==> src/rtl/sdpram_read_streamer_pkg.sv <==
// Shared definitions for the block-RAM read streamer: controller states and
// the skid FIFO sizing rule derived from the RAM read latency.
package sdpram_read_streamer_pkg;

    typedef enum logic [1:0] {
        IDLE  = 2'd0,
        ISSUE = 2'd1,
        DRAIN = 2'd2,
        DONE  = 2'd3
    } state_t;

    localparam int MIN_READ_LATENCY = 1;
    localparam int MAX_READ_LATENCY = 4;

    // Enough slots to hold every word in the RAM pipeline plus one being
    // consumed and one freshly landed, so m_ready=1 sustains full rate.
    function automatic int fifo_depth(input int read_latency);
        return read_latency + 2;
    endfunction

endpackage

==> src/rtl/sdpram_read_streamer_skid_fifo.sv <==
// Small synchronous FIFO that absorbs returning RAM words while the consumer
// stalls; exposes occupancy so the issuer can run a credit scheme.
module stream_skid_fifo #(
    parameter int WIDTH = 8,
    parameter int DEPTH = 3,
    parameter int CNT_W = $clog2(DEPTH + 1)
) (
    input  logic             clk,
    input  logic             reset_n,
    input  logic             push,
    input  logic [WIDTH-1:0] push_data,
    input  logic             pop,
    output logic [WIDTH-1:0] pop_data,
    output logic [CNT_W-1:0] count,
    output logic             full,
    output logic             empty
);

    localparam int PTR_W = (DEPTH > 1) ? $clog2(DEPTH) : 1;

    logic [WIDTH-1:0] mem [DEPTH];
    logic [PTR_W-1:0] wr_ptr;
    logic [PTR_W-1:0] rd_ptr;
    logic             wr_en;
    logic             rd_en;

    // DEPTH need not be a power of two, so pointers wrap explicitly.
    function automatic logic [PTR_W-1:0] bump(input logic [PTR_W-1:0] p);
        return (p == PTR_W'(DEPTH - 1)) ? '0 : p + PTR_W'(1);
    endfunction

    assign full     = (count == CNT_W'(DEPTH));
    assign empty    = (count == '0);
    assign wr_en    = push && !full;
    assign rd_en    = pop && !empty;
    assign pop_data = mem[rd_ptr];

    always_ff @(posedge clk) begin
        if (wr_en) begin
            mem[wr_ptr] <= push_data;
        end
    end

    always_ff @(posedge clk or negedge reset_n) begin
        if (!reset_n) begin
            wr_ptr <= '0;
            rd_ptr <= '0;
            count  <= '0;
        end else begin
            if (wr_en) begin
                wr_ptr <= bump(wr_ptr);
            end
            if (rd_en) begin
                rd_ptr <= bump(rd_ptr);
            end
            case ({wr_en, rd_en})
                2'b10:   count <= count + CNT_W'(1);
                2'b01:   count <= count - CNT_W'(1);
                default: count <= count;
            endcase
        end
    end

endmodule

==> src/rtl/sdpram_read_streamer.sv <==
// Read-side controller for a simple dual-port block RAM: issues a contiguous
// burst of reads and returns the words as a valid/ready stream.
module sdpram_read_streamer
    import sdpram_read_streamer_pkg::*;
#(
    parameter int READ_WIDTH      = 8,
    parameter int READ_ADDR_WIDTH = 8,
    parameter int READ_LATENCY_B  = 1,
    parameter int LEN_WIDTH       = 16
) (
    input  logic                       clk,
    input  logic                       reset_n,
    input  logic                       start,
    input  logic [READ_ADDR_WIDTH-1:0] base_addr,
    input  logic [LEN_WIDTH-1:0]       num_words,
    output logic                       busy,
    output logic                       done,
    output logic                       mem_enb,
    output logic [READ_ADDR_WIDTH-1:0] mem_addrb,
    output logic                       mem_regceb,
    input  logic [READ_WIDTH-1:0]      mem_doutb,
    output logic                       m_valid,
    output logic [READ_WIDTH-1:0]      m_data,
    output logic                       m_last,
    input  logic                       m_ready
);

    localparam int FIFO_DEPTH = fifo_depth(READ_LATENCY_B);
    localparam int CNT_W      = $clog2(FIFO_DEPTH + 1);

    generate
        if (READ_LATENCY_B < MIN_READ_LATENCY || READ_LATENCY_B > MAX_READ_LATENCY) begin : g_bad_latency
            $error("READ_LATENCY_B must be within 1..4");
        end
    endgenerate

    state_t                     state;
    state_t                     state_next;
    logic [READ_ADDR_WIDTH-1:0] addr;
    logic [LEN_WIDTH-1:0]       issue_left;
    logic [LEN_WIDTH-1:0]       out_left;
    logic [READ_LATENCY_B-1:0]  lat_pipe;
    logic [CNT_W-1:0]           inflight;
    logic [CNT_W-1:0]           fifo_count;
    logic                       fifo_full;
    logic                       fifo_empty;
    logic [READ_WIDTH-1:0]      fifo_head;
    logic                       fifo_push;
    logic                       fifo_pop;
    logic                       start_ok;
    logic                       credit_ok;
    logic                       issue;
    logic                       last_issue;

    // Stream handshake: a word transfers in any cycle with m_valid & m_ready.
    // m_valid/m_data come straight from the FIFO head, so they hold while
    // stalled and never depend combinationally on m_ready.
    assign m_valid  = !fifo_empty;
    assign m_data   = m_valid ? fifo_head : '0;
    assign m_last   = m_valid && (out_left == LEN_WIDTH'(1));
    assign fifo_pop = m_valid && m_ready;

    // A read is only issued if a FIFO slot is already reserved for its data,
    // which lets the RAM pipeline run without ever being stalled.
    assign credit_ok  = ({1'b0, inflight} + {1'b0, fifo_count}) < (CNT_W + 1)'(FIFO_DEPTH);
    assign start_ok   = (state == IDLE) && start;
    assign issue      = (state == ISSUE) && credit_ok;
    assign last_issue = issue && (issue_left == LEN_WIDTH'(1));
    assign fifo_push  = lat_pipe[READ_LATENCY_B-1];

    assign mem_enb    = issue;
    assign mem_addrb  = addr;
    assign mem_regceb = reset_n;

    always_comb begin
        state_next = state;
        busy       = 1'b0;
        done       = 1'b0;
        case (state)
            IDLE: begin
                if (start) begin
                    state_next = (num_words == '0) ? DONE : ISSUE;
                end
            end
            ISSUE: begin
                busy = 1'b1;
                if (last_issue) begin
                    state_next = DRAIN;
                end
            end
            DRAIN: begin
                busy = 1'b1;
                if (fifo_pop && m_last) begin
                    state_next = DONE;
                end
            end
            DONE: begin
                done       = 1'b1;
                state_next = IDLE;
            end
            default: state_next = IDLE;
        endcase
    end

    always_ff @(posedge clk or negedge reset_n) begin
        if (!reset_n) begin
            state <= IDLE;
        end else begin
            state <= state_next;
        end
    end

    always_ff @(posedge clk or negedge reset_n) begin
        if (!reset_n) begin
            addr       <= '0;
            issue_left <= '0;
            out_left   <= '0;
            inflight   <= '0;
            lat_pipe   <= '0;
        end else begin
            if (start_ok) begin
                addr       <= base_addr;
                issue_left <= num_words;
                out_left   <= num_words;
            end else begin
                if (issue) begin
                    addr       <= addr + READ_ADDR_WIDTH'(1);
                    issue_left <= issue_left - LEN_WIDTH'(1);
                end
                if (fifo_pop) begin
                    out_left <= out_left - LEN_WIDTH'(1);
                end
            end
            inflight <= inflight + CNT_W'(issue) - CNT_W'(fifo_push);
            // Issue flag travels alongside the RAM's own read pipeline.
            lat_pipe[0] <= issue;
            for (int i = 1; i < READ_LATENCY_B; i++) begin
                lat_pipe[i] <= lat_pipe[i-1];
            end
        end
    end

    stream_skid_fifo #(
        .WIDTH (READ_WIDTH),
        .DEPTH (FIFO_DEPTH),
        .CNT_W (CNT_W)
    ) u_skid_fifo (
        .clk       (clk),
        .reset_n   (reset_n),
        .push      (fifo_push),
        .push_data (mem_doutb),
        .pop       (fifo_pop),
        .pop_data  (fifo_head),
        .count     (fifo_count),
        .full      (fifo_full),
        .empty     (fifo_empty)
    );

    overflow_a: assert property (@(posedge clk) disable iff (!reset_n)
        !(fifo_push && fifo_full && !fifo_pop));

endmodule

==> config.mk <==
export PLATFORM = sky130hd
export DESIGN_NAME = sdpram_read_streamer
export DESIGN_NICKNAME = d
export VERILOG_FILES = /design/src/rtl/sdpram_read_streamer_pkg.sv /design/src/rtl/sdpram_read_streamer_skid_fifo.sv /design/src/rtl/sdpram_read_streamer.sv
export SDC_FILE = /design/constraint.sdc
export NUM_CORES = 1
export LEC_CHECK = 0
export ABC_AREA = 0
export BUFFER_PORTS_ARGS = -buffer_cell sky130_fd_sc_hd__clkbuf_2
export CAP_MARGIN = 10
export CELL_PAD_IN_SITES_DETAIL_PLACEMENT = 1
export CELL_PAD_IN_SITES_GLOBAL_PLACEMENT = 1
export CORE_ASPECT_RATIO = 0.5
export CORE_MARGIN = 10
export CORE_UTILIZATION = 44
export CTS_CLUSTER_DIAMETER = 150
export DETAILED_ROUTE_END_ITERATION = 8
export HOLD_SLACK_MARGIN = 0.15
export PLACE_DENSITY = 0.8
export SLEW_MARGIN = 20
export SYNTH_ARGS = -nofsm -noshare
export SYNTH_HDL_FRONTEND = slang
export SYNTH_SLANG_ARGS = --single-unit
==> constraint.sdc <==
create_clock -name clk -period 3 [get_ports clk]
set_input_delay 0.6 -clock clk [delete_from_list [all_inputs] [get_ports clk]]
set_output_delay 0.6 -clock clk [all_outputs]
set_load 0.01 [all_outputs]
=== After elaboration in Yosys (flattened, before gate mapping) ===
Memories as Yosys holds them, arrays and structs flattened.
Cells that the tools add are included.

* Multiplexer cells: 19
* Reductions and logical operators: 18
* Order comparisons: 1
* Equality and inequality tests: 13
* $add $sub $neg: 10

{| class="wikitable"
|+ Operator list
! operator !! count
|-
| 2-to-1 mux 16 bit || 4
|-
| equality test 16 x 1 -> 1 bit, second input constant || 2
|-
| subtractor 16 x 1 -> 16 bit, second input constant || 2
|-
| 2-to-1 mux 8 bit || 3
|-
| logical NOT 16 bit || 1
|-
| equality test 2 bit, second input constant || 6
|-
| 2-to-1 mux 2 bit || 6
|-
| adder 8 x 1 -> 8 bit, second input constant || 1
|-
| logical AND 1 bit || 8
|-
| case mux 2 bit (4 select lines) || 1
|-
| adder 2 x 1 -> 2 bit, second input constant || 3
|-
| inequality test 2 bit, second input constant || 3
|-
| nonzero test 2 bit || 3
|-
| equality test 2 x 1 -> 1 bit, second input constant || 2
|-
| logical NOT 2 bit || 2
|-
| 2-to-1 mux 1 bit || 4
|-
| case mux 2 bit (2 select lines) || 1
|-
| adder 2 x 2 -> 3 bit || 1
|-
| < comparator 3 x 2 -> 1 bit, second input constant || 1
|-
| AND reduction 3 bit || 1
|-
| adder 2 x 1 -> 2 bit || 1
|-
| logical NOT 1 bit || 2
|-
| OR reduction 2 bit || 1
|-
| subtractor 2 x 1 -> 2 bit || 1
|-
| subtractor 2 x 1 -> 2 bit, second input constant || 1
|}

* Memories kept: 1
* Memory bits (writable): 24
* Register bits after elaboration: 51

{| class="wikitable"
|+ Memories
! name !! words !! width !! rd ports !! clocked after memory_dff !! write ports !! line !! source
|-
| u_skid_fifo.mem || 3 || 8 || 1 || 0 || 1 || sdpram_read_streamer_skid_fifo.sv:21 || <nowiki>logic [WIDTH-1:0] mem [DEPTH];</nowiki>
|}

=== Longest topological paths before layout ===
* Depth after elaboration: 6
* Gate-level depth with buffers: 7
* Depth with buffers taken out: 7

=== By module ===
A second synthesis with hierarchy kept.

* Cell total of the unflattened synthesis: 354
* Area total of the unflattened synthesis: 3873.7 µm²

{| class="wikitable"
|+ Modules (own cells, without submodules)
! module !! area an instance (µm²) !! sequential area each (µm²) !! instances !! cells an instance
|-
| sdpram_read_streamer || 2682.6 || 1126.1 || 1 || 277
|-
| stream_skid_fifo || 1191.1 || 870.8 || 1 || 77
|}

=== Least setup slack after synthesis ===
Ideal clock, no wire load.

* Path type: flip-flop to flip-flop
* From: register inflight[0]
* To: register inflight[1]
* Cell stages (with the launch flop): 8
* Setup time: 0.080 ns
* Path slack: 0.652 ns
* Arrival: 2.268 ns
* Cells stage by stage: dfrtp_1 -> ha_1 -> fa_1 -> nand2b_1 -> a21oi_1 -> ha_1 -> xnor2_1 -> xnor2_1

* Longest elaborated chain between the ends: 5

{| class="wikitable"
|+ RTL lines
! element !! line !! source
|-
| start, declared || sdpram_read_streamer.sv:43 || <nowiki>logic [CNT_W-1:0] inflight;</nowiki>
|-
| start signal, assigned || sdpram_read_streamer.sv:134 || <nowiki>inflight <= inflight + CNT_W'(issue) - CNT_W'(fifo_push);</nowiki>
|-
| adder 2 x 2 -> 3 bit || sdpram_read_streamer.sv:65 || <nowiki>assign credit_ok = ({1'b0, inflight} + {1'b0, fifo_count}) < (CNT_W + 1)'(FIFO_DEPTH);</nowiki>
|-
| < comparator 3 x 2 -> 1 bit || sdpram_read_streamer.sv:65 ||
|-
| logical AND 1 bit || sdpram_read_streamer.sv:67 || <nowiki>assign issue = (state == ISSUE) && credit_ok;</nowiki>
|-
| via mem_enb || sdpram_read_streamer.sv:18 || <nowiki>output logic mem_enb,</nowiki>
|-
| adder 2 x 1 -> 2 bit || sdpram_read_streamer.sv:134 ||
|-
| subtractor 2 x 1 -> 2 bit || sdpram_read_streamer.sv:134 ||
|}

The timed path passes the listed nets, and every way through them passes these cells.
A chain may end at the register's enable or synchronous reset.

=== Worst setup path in the final report ===
* From: register out_left[10]
* To: output port m_last

* Longest elaborated chain between the ends: 2

{| class="wikitable"
|+ RTL lines
! element !! line !! source
|-
| start, declared || sdpram_read_streamer.sv:41 || <nowiki>logic [LEN_WIDTH-1:0] out_left;</nowiki>
|-
| start signal, assigned || sdpram_read_streamer.sv:124 || <nowiki>out_left <= num_words;</nowiki>
|-
| start signal, assigned || sdpram_read_streamer.sv:131 || <nowiki>out_left <= out_left - LEN_WIDTH'(1);</nowiki>
|-
| equality test 16 x 1 -> 1 bit || sdpram_read_streamer.sv:60 || <nowiki>assign m_last = m_valid && (out_left == LEN_WIDTH'(1));</nowiki>
|-
| logical AND 1 bit || sdpram_read_streamer.sv:60 ||
|-
| end, declared || sdpram_read_streamer.sv:24 || <nowiki>output logic m_last,</nowiki>
|}

Every way passes these cells.

==> flow_summary.json <==
{
  "status": "finished, final reports clean",
  "gp_congestion": 0.812,
  "grt_usage": 0.164,
  "numCtsBuffers": 9,
  "fin_worst_skew_ns": 0.00991,
  "ys_seq_area_frac": 0.531,
  "drive_gt1_frac": 0.208,
  "ff2ff_setup_slack_ns": 0.52,
  "max_clock_freq_ghz": 0.365,
  "gr-total-overflow": 0,
  "initial_core_util": 0.460,
  "cts_resized": 0,
  "ir_worst_vdd_mv": 0.393,
  "fin_crit_sh": 0.913,
  "area_growth_syn_to_layout_pct": 19.4,
  "pwr_density_cell_mw_per_mm2": 1070,
  "fillCellCount": 931,
  "root_buffer": "clkbuf_16",
  "worst_slew_pin_slew_ns": 0.685,
  "h-tree-depth": 3,
  "synth_warnings": 0,
  "grt_pass1_vias": 3191,
  "ys.flop_type": "dfrtp_1",
  "syn_area_mm2": 0.00376,
  "die_x_um": 151,
  "core_mm2": 0.00817,
  "ys_async_sr_fraction": 0.680,
  "ys_types": 39,
  "wl_um": 10000,
  "r2r-end": "issue_left[5]$_DFFE_PN0P_",
  "synth_nets": 409,
  "p_leak_nw": 1.82,
  "grt_max_degree": 52,
  "syn_avg_cell_area_um2": 10.5,
  "pin_count": 58,
  "post_cts_buffers": 0,
  "numClockSinks": 75,
  "finalHoldViolations": 0,
  "utilization": 0.549,
  "fp.dieH_um": 85.4,
  "critical_path_required_ns": 2.40,
  "hpwl_um": 7470,
  "r2r_start": "u_skid_fifo.count[0]$_DFFE_PN0P_",
  "endpoint_kind": "output pin",
  "finalSetupViolCount": 0,
  "maxSlewHeadroom": 0.544,
  "final_nets": 470,
  "grt_pass1_wl_um": 16600,
  "reg2reg_depth": 7,
  "clk_latency_ns": 0.34,
  "antenna_found_initial": 0,
  "ctsHoldBuffers": 0,
  "startpoint_type": "flip-flop",
  "vias_per_cell": 5.38,
  "routedWlPerCell_um": 18.7,
  "min_period_ns": 2.74,
  "final.setup.tns_ns": 0,
  "syn-instance-count": 358,
  "place_area_mm2": 0.00418,
  "final-max-slew-violation-count": 0,
  "drt_first_pass_iters": 4,
  "maxCapViolations": 0,
  "arrival_ns": 2.14,
  "dieArea_mm2": 0.0129,
  "ys_seq_elements": 75,
  "critPathMaxFanout": 4,
  "num_vias": 2881,
  "first_iter_violations": 161,
  "worstSetupPathType": "flip-flop to output pin",
  "rows": 23,
  "io_buffers": 57,
  "ant_nets": 0,
  "drcViolationCount": 0,
  "path_clk_slew_ns": 0.06,
  "final_area_mm2": 0.00449,
  "min_path_type": "input port to async pin",
  "cts_tree": "built",
  "rsz0062_at_grt": "no",
  "clk_path_buf_depth": 2,
  "synth_edf_count": 24,
  "antenna_cells": 0
}
==> layout by cell type, fill, tap and decap left out, types with 3 or more instances in the layout <==
cell / count
clkbuf_2: 57
nor2_1: 54
dfrtp_1: 51
a21oi_1: 48
xnor2_1: 26
edfxtp_1: 24
nand2_1: 20
xor2_1: 15
ha_1: 14
inv_1: 11
mux2i_1: 10
nor3_1: 9
clkbuf_16: 9
or3_1: 7
nor4_1: 7
buf_4: 7
nand4_1: 6
nor4_2: 5
nor3b_1: 3
or4_1: 3
nand3_1: 3
a21o_1: 3
==> where the power goes <==
part	switching [W]	internal (W)
registers	0.000427	0.00144
logic	0.00101	0.000808
clock network	0.000414	0.000727
total	0.00185	0.00298
==> critical path, stage by stage, from the launching register on <==
cell and delay (ns):
dfrtp_1 0.42, or4_1 0.59, nor3_1 0.25, nand2_1 0.10, nor4bb_1 0.26, clkbuf_2 0.18
==> kinds of logic after synthesis <==
kind of cell | share of synthesized area
mux | 0.0266
buf+inv | 0.0279
fa+ha+maj | 0.0519
simple gates | 0.181
flops | 0.531
xor+xnor | 0.0954
compound gates | 0.0865
==> sequential cells by signal (all words and copies together), names as in the netlist <==
| register | cells |
|---|---|
| u_skid_fifo.count | 2 |
| state | 2 |
| out_left | 16 |
| u_skid_fifo.rd_ptr | 2 |
| fifo_push | 1 |
| issue_left | 16 |
| mem_addrb | 8 |
| u_skid_fifo.wr_ptr | 2 |
| u_skid_fifo.mem | 24 |
| inflight | 2 |
==> per-layer routing <==
layer  up-vias  routed length (µm)  global-route usage
met3         9                 532              0.0530
met5         -                   0                   0
met1      1441                4230               0.188
li1       1376                   -                   -
met4         0                 131              0.0626
met2        55                5130               0.281
==> metrics by stage <==
| step | hold slack, ns | instances | power [W] | setup slack (ns) |
|---|---|---|---|---|
| after global placement | 0.499 | 520 | 0.00353 | 0.711 |
| after CTS | 0.449 | 536 | 0.00487 | 0.233 |
| after global routing | 0.455 | 536 | 0.00519 | 0.0890 |
| final | 0.452 | 536 | 0.00483 | 0.260 |
| after detailed placement | 0.519 | 520 | 0.00370 | 0.573 |
| after floorplan | 0.304 | 358 | 0.00304 | 0.652 |
==> Yosys cell counts (2+ instances only) <==
cell type / instances / area (µm²)
a21o_1: 3 / 22.5
a21oi_1: 48 / 240
a31oi_1: 2 / 12.5
clkbuf_1: 12 / 45.0
dfrtp_1: 51 / 1280
edfxtp_1: 24 / 721
ha_1: 14 / 175
inv_1: 11 / 41.3
mux2i_1: 10 / 100
nand2_1: 21 / 78.8
nand2b_1: 2 / 12.5
nand3_1: 3 / 15.0
nand4_1: 6 / 37.5
nor2_1: 54 / 203
nor2b_1: 2 / 12.5
nor3_1: 9 / 45.0
nor3b_1: 3 / 22.5
nor4_1: 7 / 43.8
nor4_2: 5 / 62.6
nor4b_1: 2 / 17.5
o211ai_1: 2 / 15.0
o21ai_0: 2 / 10.0
or2_2: 2 / 12.5
or3_1: 7 / 43.8
or4_1: 3 / 22.5
xnor2_1: 26 / 228
xor2_1: 15 / 131
==> cell type report <==
class	instances	area [µm²]	share of cell area
Timing Repair Buffer	64	338	0.0752
Clock inverter	5	78.8	0.0176
Tap cell	112	140	0.0312
Inverter	11	41.3	0.00919
Clock buffer	11	233	0.0518
Multi-Input combinational cell	258	1660	0.370
Sequential cell	75	2000	0.445
==> worst max-delay path by stage <==
stage | start | end | depth (start not counted)
detailed placement | u_skid_fifo.count[0]$_DFFE_PN0P_ | issue_left[4]$_DFFE_PN0P_ | 7
global route | out_left[10]$_DFFE_PN0P_ | m_last | 5
finish | out_left[10]$_DFFE_PN0P_ | m_last | 5
floorplan | inflight[0]$_DFF_PN0_ | inflight[1]$_DFF_PN0_ | 7
CTS | out_left[10]$_DFFE_PN0P_ | m_last | 5
global placement | out_left[10]$_DFFE_PN0P_ | m_last | 5
Power figures use the tool's default switching activity.
